==> src/rtl/pipeline_stall_ctrl.sv <==
// Purpose : stall/flush control for hazards that forwarding cannot resolve: load-use, taken branch, data-memory wait.
// Latency : stall/flush outputs are combinational (zero cycles); the watchdog flag is registered and sticky.
// Backpr. : a memory wait freezes IF..IM and bubbles WB until i_IM_mem_ready; a pending branch/load-use is held, not acted on.
//
// Ports:
//   i_clk, i_reset_n              core clock, asynchronous active-low reset
//   i_ID_src_reg_1/2, i_IE_dst_reg decode sources and execute destination, for load-use detection
//   i_ctrl_IE_mem_rd              execute-stage instruction is a load
//   i_IE_branch_taken             execute-stage branch/jump resolved taken
//   i_IM_mem_req, i_IM_mem_ready  memory-stage access handshake
//   o_*_stall / o_*_flush         per-stage hold and bubble controls
//   o_mem_timeout                 sticky watchdog: a wait reached MEM_TIMEOUT cycles
//   o_stall_cnt, o_flush_cnt      performance counters (PIPE_PERF_CNT_EN only, otherwise 0)
//
// Build option: define PIPE_PERF_CNT_EN to instantiate the saturating stall/flush counters.

module pipeline_stall_ctrl #(
   parameter int MEM_TIMEOUT = 64,
   parameter int CNT_W       = 32
) (
   input  logic             i_clk,
   input  logic             i_reset_n,
   input  logic [4:0]       i_ID_src_reg_1,
   input  logic [4:0]       i_ID_src_reg_2,
   input  logic [4:0]       i_IE_dst_reg,
   input  logic             i_ctrl_IE_mem_rd,
   input  logic             i_IE_branch_taken,
   input  logic             i_IM_mem_req,
   input  logic             i_IM_mem_ready,
   output logic             o_IF_stall,
   output logic             o_ID_stall,
   output logic             o_ID_flush,
   output logic             o_IE_flush,
   output logic             o_IE_stall,
   output logic             o_IM_stall,
   output logic             o_WB_flush,
   output logic             o_mem_timeout,
   output logic [CNT_W-1:0] o_stall_cnt,
   output logic [CNT_W-1:0] o_flush_cnt
);

   // Timeout values below 1 are treated as 1 so the counter never has zero width.
   localparam int TMO_MAX = (MEM_TIMEOUT < 1) ? 1 : MEM_TIMEOUT;
   localparam int TMO_W   = $clog2(TMO_MAX + 1);

   typedef enum logic {
      IDLE     = 1'b0,
      MEM_WAIT = 1'b1
   } state_t;

   state_t           state_q;
   state_t           state_d;
   logic [TMO_W-1:0] tmo_cnt_q;
   logic [TMO_W-1:0] tmo_cnt_d;
   logic             tmo_q;

   logic mem_wait;
   logic load_use;
   logic branch;

   // ---------------------------------------------------------------
   // Hazard detection
   // ---------------------------------------------------------------
   assign mem_wait = i_IM_mem_req & ~i_IM_mem_ready;
   assign branch   = i_IE_branch_taken;
   // x0 is hardwired zero, so a load targeting it never creates a dependency.
   assign load_use = i_ctrl_IE_mem_rd & (i_IE_dst_reg != 5'd0) &
                     ((i_IE_dst_reg == i_ID_src_reg_1) | (i_IE_dst_reg == i_ID_src_reg_2));

   // ---------------------------------------------------------------
   // Stall/flush outputs, priority mem_wait > branch > load_use.
   // Gated by i_reset_n so every control drops asynchronously in reset.
   // ---------------------------------------------------------------
   always_comb begin
      o_IF_stall = 1'b0;
      o_ID_stall = 1'b0;
      o_IE_stall = 1'b0;
      o_IM_stall = 1'b0;
      o_ID_flush = 1'b0;
      o_IE_flush = 1'b0;
      o_WB_flush = 1'b0;
      if (i_reset_n) begin
         if (mem_wait) begin
            // Freeze everything up to IM; a branch/load-use stays in place and
            // is re-evaluated once the access completes.
            o_IF_stall = 1'b1;
            o_ID_stall = 1'b1;
            o_IE_stall = 1'b1;
            o_IM_stall = 1'b1;
            o_WB_flush = 1'b1;
         end else if (branch) begin
            o_ID_flush = 1'b1;
            o_IE_flush = 1'b1;
         end else if (load_use) begin
            // One cycle only: the load moves on to IM and the match clears.
            o_IF_stall = 1'b1;
            o_ID_stall = 1'b1;
            o_IE_flush = 1'b1;
         end
      end
   end

   // ---------------------------------------------------------------
   // Wait FSM and watchdog counter.
   // The counter tracks the number of consecutive waiting cycles: it is
   // incremented on every edge that ends a waiting cycle (the state we are
   // heading into is MEM_WAIT), so after the N-th waiting cycle it holds N.
   // ---------------------------------------------------------------
   always_comb begin
      state_d   = state_q;
      tmo_cnt_d = tmo_cnt_q;
      case (state_q)
         IDLE:     if (mem_wait)  state_d = MEM_WAIT;
         MEM_WAIT: if (!mem_wait) state_d = IDLE;
         default:  state_d = IDLE;
      endcase
      if (state_d == MEM_WAIT) begin
         if (tmo_cnt_q != TMO_W'(TMO_MAX))
            tmo_cnt_d = tmo_cnt_q + TMO_W'(1);
      end else begin
         tmo_cnt_d = '0;
      end
   end

   always_ff @(posedge i_clk or negedge i_reset_n) begin
      if (!i_reset_n) begin
         state_q   <= IDLE;
         tmo_cnt_q <= '0;
         tmo_q     <= 1'b0;
      end else begin
         state_q   <= state_d;
         tmo_cnt_q <= tmo_cnt_d;
         // Sticky until reset; the access itself keeps stalling normally.
         if (tmo_cnt_d == TMO_W'(TMO_MAX))
            tmo_q <= 1'b1;
      end
   end

   assign o_mem_timeout = tmo_q;

   // ---------------------------------------------------------------
   // Performance counters
   // ---------------------------------------------------------------
`ifdef PIPE_PERF_CNT_EN
   logic [CNT_W-1:0] stall_cnt_q;
   logic [CNT_W-1:0] flush_cnt_q;

   always_ff @(posedge i_clk or negedge i_reset_n) begin
      if (!i_reset_n) begin
         stall_cnt_q <= '0;
         flush_cnt_q <= '0;
      end else begin
         if (o_IF_stall && !(&stall_cnt_q))
            stall_cnt_q <= stall_cnt_q + CNT_W'(1);
         if ((o_ID_flush || o_IE_flush) && !(&flush_cnt_q))
            flush_cnt_q <= flush_cnt_q + CNT_W'(1);
      end
   end

   assign o_stall_cnt = stall_cnt_q;
   assign o_flush_cnt = flush_cnt_q;
`else
   assign o_stall_cnt = '0;
   assign o_flush_cnt = '0;
`endif

endmodule

==> config.mk <==
export PLATFORM = sky130hd
export DESIGN_NAME = pipeline_stall_ctrl
export DESIGN_NICKNAME = d
export VERILOG_FILES = /design/src/rtl/pipeline_stall_ctrl.sv
export SDC_FILE = /design/constraint.sdc
export NUM_CORES = 1
export LEC_CHECK = 0
export CAP_MARGIN = 30
export CORE_ASPECT_RATIO = 1.1
export CORE_MARGIN = 1.5
export CORE_UTILIZATION = 32
export DETAILED_ROUTE_END_ITERATION = 10
export GPL_TIMING_DRIVEN = 0
export PLACE_DENSITY_LB_ADDON = 0.25
export SETUP_SLACK_MARGIN = 0.1
export SYNTH_ARGS = -nofsm -noshare
export SYNTH_HDL_FRONTEND = slang
export SYNTH_SLANG_ARGS = --single-unit
export TNS_END_PERCENT = 20
==> constraint.sdc <==
create_clock -name i_clk -period 1.9 [get_ports i_clk]
set_input_delay 0.38 -clock i_clk [delete_from_list [all_inputs] [get_ports i_clk]]
set_output_delay 0.38 -clock i_clk [all_outputs]
set_load 0.005 [all_outputs]
## After elaboration in Yosys (flattened, before gate mapping)

Index checks and enable logic that the tools add are counted.

- Add/sub/neg operators: 1
- Equality and inequality tests: 4
- Muxes and demuxes: 14
- Bitwise operators: 5
- Reduce and logical (&&, ||, !) cells: 1

Operators by type and width:

| cell | number |
|---|---|
| $mux 7 | 2 |
| $mux 1 | 12 |
| $eq 5x5->1 | 2 |
| $add 7x1->7 const B | 1 |
| $eq 7x7->1 const B | 1 |
| $ne 7x7->1 const B | 1 |
| $reduce_bool 5->1 | 1 |
| $and 1x1->1 | 3 |
| $not 1->1 | 1 |
| $or 1x1->1 | 1 |

- Bits in registers: 8
- Bits of input ports: 21
- Output and inout port bits: 72

## Logic depth before layout (Yosys ltp)

- Depth in word-level cells: 7
- Mapped depth: 6
- Depth with buffers taken out: 6

## Least setup slack after synthesis

No wires, ideal clock.

- Path type: input-to-output
- Start point: input i_IE_dst_reg[1]
- End point: output o_IF_stall
- Arrival: 1.426 ns
- Data required time: 1.520 ns
- Path slack: 0.094 ns
- Cell stages on the path: 5
- Path through: or4_1 -> o21ai_1 -> a21oi_1 -> a31o_1 -> buf_4

- Word-level cells in the longest chain between the ends: 7

Ends and longest elaborated chain:

| element | RTL line | text |
|---|---|---|
| from (decl) | 25 | `input logic [4:0] i_IE_dst_reg,` |
| $eq 5x5->1 / $reduce_bool 5->1 (equally long branches) | 68, 67 |  |
| $or 1x1->1 / $and 1x1->1 (equally long branches) | 68, 67 |  |
| $and 1x1->1 * | 67 | `assign load_use = i_ctrl_IE_mem_rd & (i_IE_dst_reg != 5'd0) &` |
| $mux 1 * (4 in series) | n/a |  |
| to (decl) | 30 | `output logic o_IF_stall,` |

Every way passes the cells marked *; elsewhere a longest branch is shown, timed or not.

## Worst setup path in the final report

- Start point: input i_IE_dst_reg[4]
- End point: output o_IE_flush

- Word-level cells in the longest chain between the ends: 7

Ends and longest elaborated chain:

| element | RTL line | text |
|---|---|---|
| $eq 5x5->1 / $reduce_bool 5->1 (equally long branches) | 68, 67 |  |
| $or 1x1->1 / $and 1x1->1 (equally long branches) | 68, 67 |  |
| $and 1x1->1 * | 67 |  |
| $mux 1 * | 94 | `end else if (load_use) begin` |
| $mux 1 * | 91 | `end else if (branch) begin` |
| $mux 1 * | 83 | `if (mem_wait) begin` |
| $mux 1 * | 82 | `if (i_reset_n) begin` |
| to (decl) | 33 | `output logic o_IE_flush,` |

Marked as above.

==> impl_metrics.env <==
export IMPL_seq_area_frac_synth_pct=18.0
export IMPL_drive_gt1_share_pct=41.8
export IMPL_cts_buffers=3
export IMPL_avgViaCountPerCell=3.28
export IMPL_fin_worst_skew_ns=0.00481
export IMPL_synth_top_cells_by_area="buf_4 (45%), dfrtp_1 (18%), xnor2_1 (6.3%), xor2_1 (6.3%), nor2_1 (3.7%)"
export IMPL_crit_cells=7
export IMPL_cts_root_buffer="clkbuf_4"
export IMPL_finalNetCount=262
export IMPL_status="finished, violations left"
export IMPL_yosysWarnings=0
export IMPL_h_tree_depth=1
export IMPL_cts_tree="yes"
export IMPL_grt_pass1_vias=726
export IMPL_portBuffers=28
export IMPL_clkTransAtPathRegs_ns=0.05
export IMPL_required_ns=1.52
export IMPL_cp_start_kind="input port"
export IMPL_grt_ovfl_total=0
export IMPL_die_h_um=64.8
export IMPL_dp_hpwl_um=1800
export IMPL_period_share_pct=106
export IMPL_clk_path_buf_depth=2
export IMPL_power_density_nw_per_um2=313
export IMPL_netlist_instances=138
export IMPL_arrival_ns=1.62
export IMPL_syn_area_um2=1110
export IMPL_ys_ff_latch=8
export IMPL_maxCapViolations=0
export IMPL_place_gp_congestion=0.810
export IMPL_fin_util_pct=53.0
export IMPL_firstDrtPassIters=4
export IMPL_critPathMaxFanout=2
export IMPL_holdPathStages=1
export IMPL_fp_row_count=22
export IMPL_ir_worst_vdd_v=0.000201
export IMPL_grt_setup_unrepaired="yes"
export IMPL_io_pin_count=93
export IMPL_dieWidth_um=59.2
export IMPL_fin_crit_ns=2.00
export IMPL_track_usage_pct=10.7
export IMPL_setup_violations=2
export IMPL_violations="setup timing"
export IMPL_cp_end_kind="primary output"
export IMPL_initial_core_util_pct=33.4
export IMPL_antenna_cells=0
export IMPL_finalHoldViolCount=0
export IMPL_antenna_found_initial=0
export IMPL_drtAntennaViolNets=0
export IMPL_synth_distinct_cells=27
export IMPL_dr_total_vias=936
export IMPL_wire_per_inst_um=7.44
export IMPL_crit_chain="buf_8 > or4_4 > o21ai_2 > a21oi_2 > buf_4 > o211a_1 > buf_2"
export IMPL_syn_area_per_cell_um2=8.05
export IMPL_grt_pass1_wl_um=3150
export IMPL_cpLargestDelayFamily="simple AND/OR/NAND/NOR gates"
export IMPL_leakage_nw=1.07
export IMPL_fill_cells=350
export IMPL_area_growth_pct=58.8
export IMPL_synth_top_area_share_pct=45.3
export IMPL_drc=0
export IMPL_clk_latency_ns=0.26
export IMPL_maxSlewViolCount=0
export IMPL_max_freq_ghz=0.499
export IMPL_crit_slowest_cell="or4_4"
export IMPL_wirelength_um=2120
export IMPL_fin_ws_ns=-0.105
export IMPL_cts_sinks=8
export IMPL_reg2reg_depth=6
export IMPL_die_area_um2=3830
export IMPL_max_stage_delay_ns=0.52
export IMPL_grt_start_max_net_pins=13
export IMPL_hp_class="register to register"
export IMPL_core_area_um2=3330
export IMPL_finalPower_uw=553
export IMPL_crit_type="input port to primary output"
export IMPL_yosysTopAreaCell="buf_4"
export IMPL_drt_iter0_markers=15
export IMPL_critPathBufInv=3
[sequential cells by signal (all words and copies together), names as in the netlist]
signal,count
tmo_cnt_q,7
o_mem_timeout,1
[cells in the mapped netlist]
cell and number:
a21oi_1 3, a31o_1 2, a41o_1 1, and2_1 2, and3_1 1, buf_4 67
conb_1 1, dfrtp_1 8, ha_1 2, inv_1 4, nand2_1 4, nand2b_1 1
nand3_1 3, nand3_2 1, nand4_1 1, nor2_1 11, nor2b_1 1, nor3_1 2
nor4_2 1, o211a_1 1, o21ai_0 1, o21ai_1 1, o22ai_1 1, or2_2 1
or4_1 1, xnor2_1 8, xor2_1 8
[cells in the final DEF (no fill, tap or decap), types with 5 or more instances in the layout]
cell	instances
dlygate4sd2_1	5
nor2_1	11
xor2_1	8
buf_4	72
conb_1	64
buf_2	5
dfrtp_1	7
dlymetal6s2s_1	5
xnor2_1	8
[per-layer routing]
metal  up-vias  GRT usage, %  part of all wire, %
li1        508             -                    -
met3         4          3.39                  9.9
met4         0          5.11                  1.8
met5         -             0                    0
met2        50          18.4                   52
met1       374          11.6                   37
[worst paths after layout]
path	startpoint	to	slack (ns)
max in group asynchronous	i_reset_n	tmo_cnt_q[0]	0.97
min in group asynchronous	i_reset_n	tmo_cnt_q[4]	0.63
hold reg to reg	o_mem_timeout	o_mem_timeout	0.48
setup reg to reg	tmo_cnt_q[0]	o_mem_timeout	0.21
hold / removal	o_mem_timeout	o_mem_timeout	0.48
setup / recovery	i_IE_dst_reg[4]	o_IE_flush	-0.10
[cell families after synthesis]
| kind of cell | Yosys count | share of synthesized area (%) |
|---|---|---|
| AOI/OAI and AO/OA | 10 | 6.19 |
| adders and majority gates | 2 | 2.25 |
| and+or+nand+nor | 30 | 14.0 |
| DFF | 8 | 18.0 |
| buffers and inverters | 71 | 46.6 |
| xor gates and xnor gates | 16 | 12.6 |
| other | 1 | 0.338 |
[what timing repair did]
item	in CTS	in global routing
setup buffers	4	0
hold buffers	0	1
resized for setup	58	19
endpoints found under the hold margin	0	8
pin swaps	8	12
endpoints found under the setup margin	7	6
[power by group]
group | leakage, nW | internal, mW | switching (mW) | total (mW)
clock network | 0.0138 | 0.0723 | 0.0583 | 0.131
logic | 0.947 | 0.152 | 0.0930 | 0.245
registers | 0.109 | 0.173 | 0.00373 | 0.177
total | 1.07 | 0.398 | 0.155 | 0.553
[per-stage QoR]
| stage | cells | area [um2] | setup slack, ns | setup TNS (ns) | hold WS, ns |
|---|---|---|---|---|---|
| final | 285 | 1760 | -0.105 | -0.185 | 0.483 |
| after CTS | 284 | 1740 | -0.140 | -0.350 | 0.0821 |
| after global routing | 285 | 1760 | -0.150 | -0.332 | 0.522 |
| after detailed placement | 277 | 1690 | -0.837 | -4.41 | 0.485 |
| after global placement | 277 | 1690 | -0.843 | -4.36 | 0.461 |
| after floorplan | 201 | 1350 | 0.135 | 0 | 0.0844 |
[layout make-up]
| type | instances | area [um2] | area share (%) |
|---|---|---|---|
| inverter | 4 | 15.0 | 0.851 |
| multi-input combinational | 122 | 671 | 38.0 |
| timing repair buffer | 33 | 292 | 16.5 |
| tap | 48 | 60.1 | 3.40 |
| buffer | 67 | 503 | 28.5 |
| sequential | 8 | 201 | 11.4 |
| clock buffer | 3 | 22.5 | 1.28 |
(Power assumes the default switching activity.)
